**src/rtl/burst_stim_gen.sv**
```systemverilog
// Burst stimulus generator: NCH counting lanes emitted in bursts of BURST_LEN accepted
// beats separated by IDLE_LEN idle cycles, for a fixed number of bursts or forever.
module burst_stim_gen #(
    parameter int DW        = 4,
    parameter int NCH       = 2,
    parameter int BURST_LEN = 10,
    parameter int IDLE_LEN  = 10,
    parameter int REP_W     = 8
) (
    input  logic                clk,
    input  logic                rst,
    input  logic                start,
    input  logic                stop,
    input  logic [REP_W-1:0]    cfg_rep,
    input  logic [DW-1:0]       cfg_step,
    output logic                o_valid,
    output logic [NCH*DW-1:0]   o_data,
    input  logic                i_ready,
    output logic                busy,
    output logic                done
);

    localparam int BW = (BURST_LEN > 1) ? $clog2(BURST_LEN) : 1;
    localparam int GW = (IDLE_LEN > 1) ? $clog2(IDLE_LEN) : 1;
    localparam logic [BW-1:0] BEAT_LAST = BW'(BURST_LEN - 1);
    localparam logic [GW-1:0] GAP_LAST  = GW'((IDLE_LEN > 0) ? IDLE_LEN - 1 : 0);

    typedef enum logic [1:0] {
        S_IDLE,
        S_BURST,
        S_GAP
    } state_t;

    state_t              state_q, state_d;
    logic [BW-1:0]       beat_q, beat_d;
    logic [GW-1:0]       gap_q, gap_d;
    logic [REP_W-1:0]    rep_q, rep_d;
    logic                inf_q, inf_d;
    logic [DW-1:0]       step_q, step_d;
    logic [NCH*DW-1:0]   data_q, data_d;
    logic                valid_q, valid_d;
    logic                busy_q, busy_d;
    logic                done_q, done_d;
    logic                accept;
    logic                more;

    // Lane k starts at k (mod 2^DW).
    function automatic logic [NCH*DW-1:0] lanes_init();
        logic [NCH*DW-1:0] r;
        r = '0;
        for (int k = 0; k < NCH; k++) begin
            r[k*DW +: DW] = DW'(k);
        end
        return r;
    endfunction

    // Per-lane wrapping add; no saturation.
    function automatic logic [NCH*DW-1:0] lanes_step(input logic [NCH*DW-1:0] d,
                                                     input logic [DW-1:0]     s);
        logic [NCH*DW-1:0] r;
        r = '0;
        for (int k = 0; k < NCH; k++) begin
            r[k*DW +: DW] = d[k*DW +: DW] + s;
        end
        return r;
    endfunction

    assign accept = valid_q & i_ready;
    // Bursts still to run after the one currently completing.
    assign more   = inf_q | (rep_q > REP_W'(1));

    always_comb begin
        state_d = state_q;
        beat_d  = beat_q;
        gap_d   = gap_q;
        rep_d   = rep_q;
        inf_d   = inf_q;
        step_d  = step_q;
        data_d  = data_q;
        done_d  = 1'b0;

        case (state_q)
            S_IDLE: begin
                if (start && !stop) begin
                    rep_d   = cfg_rep;
                    inf_d   = (cfg_rep == '0);
                    step_d  = cfg_step;
                    data_d  = lanes_init();
                    beat_d  = '0;
                    state_d = S_BURST;
                end
            end
            S_BURST: begin
                if (accept) begin
                    data_d = lanes_step(data_q, step_q);
                    if (beat_q == BEAT_LAST) begin
                        beat_d = '0;
                        if (!inf_q) begin
                            rep_d = rep_q - REP_W'(1);
                        end
                        if (IDLE_LEN > 0) begin
                            gap_d   = '0;
                            state_d = S_GAP;
                        end else if (!more) begin
                            state_d = S_IDLE;
                            done_d  = 1'b1;
                        end
                    end else begin
                        beat_d = beat_q + BW'(1);
                    end
                end
            end
            S_GAP: begin
                if (gap_q == GAP_LAST) begin
                    if (inf_q || (rep_q != '0)) begin
                        beat_d  = '0;
                        state_d = S_BURST;
                    end else begin
                        state_d = S_IDLE;
                        done_d  = 1'b1;
                    end
                end else begin
                    gap_d = gap_q + GW'(1);
                end
            end
            default: state_d = S_IDLE;
        endcase

        // Abort keeps any beat accepted this cycle but suppresses completion.
        if (stop) begin
            state_d = S_IDLE;
            done_d  = 1'b0;
        end
    end

    assign valid_d = (state_d == S_BURST);
    assign busy_d  = (state_d != S_IDLE);

    always_ff @(posedge clk or negedge rst) begin
        if (!rst) begin
            state_q <= S_IDLE;
            beat_q  <= '0;
            gap_q   <= '0;
            rep_q   <= '0;
            inf_q   <= 1'b0;
            step_q  <= '0;
            data_q  <= '0;
            valid_q <= 1'b0;
            busy_q  <= 1'b0;
            done_q  <= 1'b0;
        end else begin
            state_q <= state_d;
            beat_q  <= beat_d;
            gap_q   <= gap_d;
            rep_q   <= rep_d;
            inf_q   <= inf_d;
            step_q  <= step_d;
            data_q  <= data_d;
            valid_q <= valid_d;
            busy_q  <= busy_d;
            done_q  <= done_d;
        end
    end

    assign o_valid = valid_q;
    assign o_data  = data_q;
    assign busy    = busy_q;
    assign done    = done_q;

endmodule
```
**config.mk**
```make
export PLATFORM = sky130hd
export DESIGN_NAME = burst_stim_gen
export DESIGN_NICKNAME = d
export VERILOG_FILES = /design/src/rtl/burst_stim_gen.sv
export SDC_FILE = /design/constraint.sdc
export NUM_CORES = 1
export LEC_CHECK = 0
export BUFFER_PORTS_ARGS = -buffer_cell sky130_fd_sc_hd__buf_4
export CORE_MARGIN = 4
export CORE_UTILIZATION = 52
export CTS_BUF_LIST = sky130_fd_sc_hd__clkbuf_4
export CTS_CLUSTER_SIZE = 8
export DETAILED_ROUTE_END_ITERATION = 7
export PLACE_DENSITY = 0.79
export SLEW_MARGIN = 20
export SYNTH_ARGS = -nofsm -noshare
export SYNTH_HDL_FRONTEND = slang
export SYNTH_SLANG_ARGS = --single-unit
```
**constraint.sdc**
```tcl
create_clock -name clk -period 2.1 [get_ports clk]
set_clock_uncertainty 0.1 [all_clocks]
set_input_delay 0.21 -clock clk [delete_from_list [all_inputs] [get_ports clk]]
set_output_delay 0.21 -clock clk [all_outputs]
set_load 0.1 [all_outputs]
```
==> qor.csv, run 1 <==
metric;value;unit
status;complete, no violations;
P_leak;1.162;nW
Max VDD drop;0.3650;mV
final setup vio count;0;
Area Overhead vs Synth;19.26;%
syn_nets;244;
synth unique cells;57;
via count;1766;
CTS buffer count;5;
crit path capture type;flop;
first-pass GRT wire length;8.252;mm
drt initial violations;143;
Post-DP Area;0.002396;sq mm
dpl cells;290;
critical path class;flop to flop;
RSZ-0062 raised after global routing;false;
pwr dens;727.2;mW/mm^2
Final Max Slew Viols;0;
area used by multi-input combinational logic;0.001160;sq mm
Starting Density;55.81;%
R2R cell count;4;
CTS resizes;0;
CTS max path bufs;2;
final period utilization;96.07;%
layout cell share with drive strength beyond 1;24.22;%
global placer's final weighted congestion;0.8586;
Post-CTS Setup Inserts;0;
CTS tree;done;
Setup TNS;0;ns
core outline area;0.003771;sq mm
worst reg2reg path endpoint;beat_q[0]$_DFFE_PN0P_;
Syn Area/Cell;9.880;sq um
later-pin clock latency in the skew report;0.35;ns
EDFF count, synth;0;
root buffer cell;clkbuf_4;
NetSw;0.0007301;W
WL final;4.761;mm
antenna violations before repair;0;
WP data arrival;2.14;ns
Yosys warning total;0;
crit path time final;2.018;ns
I/O Pins;28;
vias per cell;5.809;
Post-Synthesis Cells;213;
most frequently used flop master after synthesis;dfrtp_1;
final global-route overflow total;0;
ys async rst share;100.0;%
Worst setup endpoint;beat_q[0]$_DFFE_PN0P_;
Worst EP required;2.23;ns
Avg WL per Cell;15.66;um
Final Non-Filler Cells;304;
GRT Total Usage;20.29;%
Slew @ Worst Pin;0.4973;ns
sw frac;40.01;%
antenna-violating nets left;0;
I/O Buffers;27;
vias in the first global route;1758;
design area;0.002510;sq mm
crit start category;flop;
Max-cap violations;0;
flops & latches, synth;34;
final hold vios;0;
Crit Path Max Fanout;4;
sequential area share after synthesis;40.43;%
drt pass-1 iters;4;
flop2flop setup slack;0.08;ns
clk sinks;34;
Post-CTS Hold Fix Bufs;6;
die width;71.62;um
largest net degree at the start of global routing;35;
Core Rows;22;
# fillers;315;
HP Class;primary input to flop;
Reg area;857.1;sq um
Fmax;495.7;MHz
Final Net Count;286;
Pint;0.001095;W
clock power share;19.9;%
slew margin rel.;66.59;%
die area;0.005129;sq mm
Critical Path Source;rep_q[3]$_DFFE_PN0P_;
Comb power frac;34.6;%
n_diodes;0;
Clock Pin Slew Worst Setup and Hold Paths;0.11;ns
DP HPWL;3.583;mm
Worst R2R Start;rep_q[3]$_DFFE_PN0P_;
Sequential Power Share;45.6;%
Remaining DRCs;0;
Post-Synthesis Cell Area;0.002105;sq mm
CTS H-tree depth;2;
Die H;71.62;um
## synth_stat cells (all sizes together), types with 3 or more instances
master	instances	area, sq um
o31ai	6	45.04
clkbuf	4	15.01
a22o	4	43.80
a21oi	12	60.06
nor4	5	46.29
nand2	29	108.9
buf	4	37.53
dfrtp	34	850.8
ha	12	150.1
xor2	3	26.28
nor2	14	60.06
and3	4	25.02
o21ai	11	70.07
inv	11	41.29
o22ai	3	18.77
nand3	7	35.03
nand4	3	18.77
## placed cells by master (no fill, tap or decap), types with 3 or more instances in the layout
| cell | instances |
|---|---|
| nor2_1 | 13 |
| and3_1 | 4 |
| clkbuf_4 | 6 |
| ha_1 | 12 |
| buf_4 | 37 |
| dfrtp_2 | 5 |
| inv_1 | 11 |
| a21oi_1 | 12 |
| xor2_1 | 3 |
| o31ai_1 | 6 |
| nor4_1 | 4 |
| nand2_1 | 29 |
| o21ai_0 | 9 |
| a22o_1 | 3 |
| dlygate4sd3_1 | 6 |
| dfrtp_1 | 29 |
| o22ai_1 | 3 |
| nand4_1 | 3 |
| nand3_1 | 7 |
## logic make-up after synthesis
logic type / count (synthesis) / synth area share, %
simple gates: 80 / 21.76
compound gates: 57 / 19.86
flops: 34 / 40.43
buf+inv: 19 / 4.459
fa+ha+maj: 14 / 9.037
xor+xnor: 5 / 2.081
mux: 4 / 2.378
## routing by layer
layer | track usage (%) | routed length [um] | vias up
li1 | - | - | 866
met2 | 32.86 | 2262 | 57
met1 | 26.22 | 2082 | 831
met5 | 0 | 0 | -
met3 | 5.049 | 306 | 12
met4 | 7.516 | 109 | 0
## flip-flops by register name (all words and copies together) (netlist names)
register and cells:
busy 1, o_data 8, state_q 2, step_q 4, done 1, beat_q 4
gap_q 4, rep_q 8, inf_q 1, o_valid 1
## worst max-delay path, stage by stage, from the launching register on
cell and delay, ns:
dfrtp_1 0.42, or4_4 0.58, nor4_4 0.30, a22o_4 0.22
mux2_4 0.30
## cell type report
class	instances	share of cell area (%)
Sequential cell	34	34.15
Timing Repair Buffer	43	13.46
Clock inverter	2	0.3490
Tap cell	48	2.393
Multi-Input combinational cell	160	46.21
Clock buffer	6	1.795
Inverter	11	1.645
## how the worst min path moves through the flow
stage,startpoint,slack [ns],cells past startpoint,end
floorplan,rst,-0.19,0,beat_q[0]$_DFFE_PN0P_
global placement,rst,0.08,1,step_q[1]$_DFFE_PN0P_
detailed placement,rst,0.08,1,step_q[1]$_DFFE_PN0P_
CTS,cfg_rep[4],0.03,3,rep_q[4]$_DFFE_PN0P_
global route,cfg_rep[4],0.06,3,rep_q[4]$_DFFE_PN0P_
finish,cfg_rep[4],0.04,3,rep_q[4]$_DFFE_PN0P_
## per-stage QoR
step                utilization (%)  total power [W]  hold WS [ns]  setup slack [ns]
floorplan                         -         0.001288       -0.1856           0.05307
global placement              63.54         0.001449       0.08071            0.1345
detailed placement            63.54         0.001468       0.08258           0.08541
CTS                           66.56         0.001839       0.02972           0.08055
global route                  66.56         0.001941       0.05576           0.03240
finish                        66.56         0.001825       0.04270           0.08245
## power by group through the flow
stage          clock, W  sequential [W]  combinational [W]
3_5_place_dp          0        0.000843           0.000625
3_3_place_gp          0        0.000838           0.000611
4_1_cts        0.000374        0.000831           0.000634
6_report       0.000362        0.000831           0.000631
2_1_floorplan         0         0.00102           0.000268
5_1_grt        0.000406        0.000847           0.000688
Note: power is estimated with default switching activity, not from simulation.
==> inputs of run 2 (changes only) <==
ABC_AREA = 1   (was default)
HOLD_SLACK_MARGIN = 0.02   (was default)
==> qor.csv, run 2 <==
metric;value;unit
post-synthesis mux area share;0;%
drt pass-1 iters;5;
crit start category;flop;
final core occ;64.51;%
Area Overhead vs Synth;17.61;%
CTS max path bufs;2;
Post-DP Area;0.002306;sq mm
Clock Pin Slew Worst Setup and Hold Paths;0.09;ns
root buffer cell;clkbuf_4;
Remaining DRCs;0;
die area;0.005018;sq mm
core outline area;0.003744;sq mm
crit path time final;1.670;ns
Buf+Inv Stages, Crit Path;2;
family with the most delay on the worst path;flip-flops;
final period utilization;79.54;%
Core Rows;22;
largest net degree at the start of global routing;35;
Fmax;598.7;MHz
vias in the first global route;1809;
pwr dens;940.5;mW/mm^2
CP Cell Sequence;inv_1, ha_1, nand3_1, o21ai_2, nand2_2, inv_1, nand2_1, o21ai_0;
largest area contributor in the synthesized netlist;dfrtp_1;
clk sinks;34;
final global-route overflow total;0;
Setup WS pre-CTS;0.4560;ns
CTS buffer count;5;
final setup vio count;0;
EDFF count, synth;0;
Final Non-Filler Cells;355;
Synth Area in Adders;9.263;%
slew margin rel.;71.48;%
GRT Total Usage;19.16;%
vias per cell;5.192;
via count;1843;
Starting Density;54.85;%
CTS H-tree depth;2;
I/O Buffers;27;
Area contributors post-synth;dfrtp_1 (41%), nand2_1 (15%), ha_1 (7.3%);
global placer's final weighted congestion;0.8414;
design area;0.002415;sq mm
n_diodes;0;
largest stage delay on the critical path;0.42;ns
Avg WL per Cell;12.23;um
largest family of logic cells by synthesized area;simple AND/OR/NAND/NOR gates;
WL final;4.340;mm
final worst slack;0.4297;ns
antenna violations before repair;0;
layout cell share with drive strength beyond 1;17.26;%
Post-Synthesis Cells;268;
later-pin clock latency in the skew report;0.35;ns
crit path capture type;flop;
most frequent cells in the layout;nand2_1 (82), dfrtp_1 (33), nor2_1 (28), buf_4 (28), inv_1 (27);
Max VDD drop;0.4275;mV
leading cell type in the layout, fill and taps excluded;nand2_1;
first-pass GRT wire length;7.769;mm
antenna-violating nets left;0;
die width;70.84;um
syn_nets;299;
Simple-Gate Fraction of Synth Area;30.90;%
WP data arrival;1.83;ns
Synth Area in XOR/XNOR;2.559;%
flops & latches, synth;34;
synth unique cells;26;
I/O Pins;28;
dpl cells;342;
Synth Area in Compound Gates;9.445;%
RSZ-0062 raised after global routing;false;
most frequently used flop master after synthesis;dfrtp_1;
Setup TNS;0;ns
Synth top cells by count;nand2_1 (82), dfrtp_1 (34), nor2_1 (28), inv_1 (27), nand3_1 (21);
Slew @ Worst Pin;0.4278;ns
Worst EP required;2.26;ns
Post-Synthesis Cell Area;0.002053;sq mm
final hold vios;0;
critical path class;flop to flop;
HP Class;primary input to flop;
# fillers;341;
DP HPWL;3.229;mm
most frequent cell after synthesis;nand2_1;
ys async rst share;100.0;%
Final Net Count;338;
Crit Path Max Fanout;12;
P_leak;1.263;nW
CTS tree;done;
Syn Area/Cell;7.661;sq um
Final Max Slew Viols;0;
Die H;70.84;um
post-synth top area share;41.44;%
status;complete, no violations;
crit path max-delay cell type;dfrtp_1;
Max-cap violations;0;
sequential area share after synthesis;41.44;%
drt initial violations;93;
Top cell by count, worst path;inv_1;
Yosys warning total;0;
-- run 2: cell types whose count changed after synthesis, moves of 4 or more --
cell / before / now
and3_1: 4 / 0
nand2_2: 0 / 6
clkbuf_1: 4 / 0
nand2_1: 29 / 82
nand3_1: 7 / 21
inv_1: 11 / 27
a21oi_1: 12 / 7
o31ai_1: 6 / 0
nor2_2: 0 / 4
o21ai_0: 9 / 16
nor2_1: 13 / 28
-- run 2: worst register-to-register path, cell delays in order, from the launching register on --
cell and delay (ns):
dfrtp_1 0.42, inv_1 0.08, ha_1 0.14, nand3_1 0.18, o21ai_2 0.18, nand2_2 0.18, inv_1 0.17, nand2_1 0.06
o21ai_0 0.08
-- run 2: per-stage QoR --
step           hold WS (ns)  total power [W]
2_1_floorplan       -0.1856         0.001685
3_3_place_gp        0.08123         0.001900
3_5_place_dp        0.08640         0.001926
4_1_cts             0.04687         0.002281
5_1_grt             0.04870         0.002449
6_report            0.05311         0.002271
-- run 2: cell families (layout without fill, tap and decap cells) --
| group | after synthesis | count (layout) |
|---|---|---|
| compound gates | 34 | 34 |
| xor+xnor | 6 | 6 |
| fa+ha+maj | 14 | 14 |
| buf+inv | 32 | 71 |
| flops | 34 | 34 |
| simple gates | 148 | 148 |
-- run 2: area by class of cell --
type | instances | area, sq um | share of cell area, %
Clock inverter | 1 | 3.754 | 0.1554
Tap cell | 48 | 60.06 | 2.487
Inverter | 30 | 112.6 | 4.663
Timing Repair Buffer | 34 | 270.3 | 11.19
Clock buffer | 6 | 45.04 | 1.865
Sequential cell | 34 | 852.1 | 35.28
Multi-Input combinational cell | 202 | 1071 | 44.35
-- run 2: repair_timing --
item | 4_1_cts | 5_1_grt
hold buffers | 6 | 0
setup buffers | 0 | 0
hold endpoints to repair | 39 | 0
gates resized for setup | 0 | 0
-- run 2: layer usage --
layer | vias up | wire length, um | track usage [%]
met3 | 9 | 224 | 4.830
li1 | 935 | - | -
met4 | 0 | 87 | 7.933
met2 | 43 | 2094 | 31.51
met1 | 856 | 1934 | 24.01
met5 | - | 0 | 0
-- run 2: path summary, 6_finish.rpt --
kind	slack [ns]	startpoint	depth (start not counted)	end
max in group asynchronous	1.34	rst	2	gap_q[1]$_DFFE_PN0P_
min in group asynchronous	0.23	rst	2	o_data[6]$_DFFE_PN0P_
worst min register to register	0.44	rep_q[7]$_DFFE_PN0P_	2	rep_q[7]$_DFFE_PN0P_
worst max-delay path	0.43	beat_q[1]$_DFFE_PN0P_	8	rep_q[3]$_DFFE_PN0P_
worst max register to register	0.43	beat_q[1]$_DFFE_PN0P_	8	rep_q[3]$_DFFE_PN0P_
worst min-delay path	0.05	cfg_rep[1]	4	inf_q$_DFFE_PN0P_
-- run 2: where the power goes --
group          internal, W  leakage [nW]  total [W]  switching, W
Sequential        0.000784         0.437   0.000920      0.000136
Clock             0.000134        0.0292   0.000346      0.000211
Combinational     0.000308         0.797    0.00101      0.000697
Total              0.00123          1.26    0.00227       0.00104
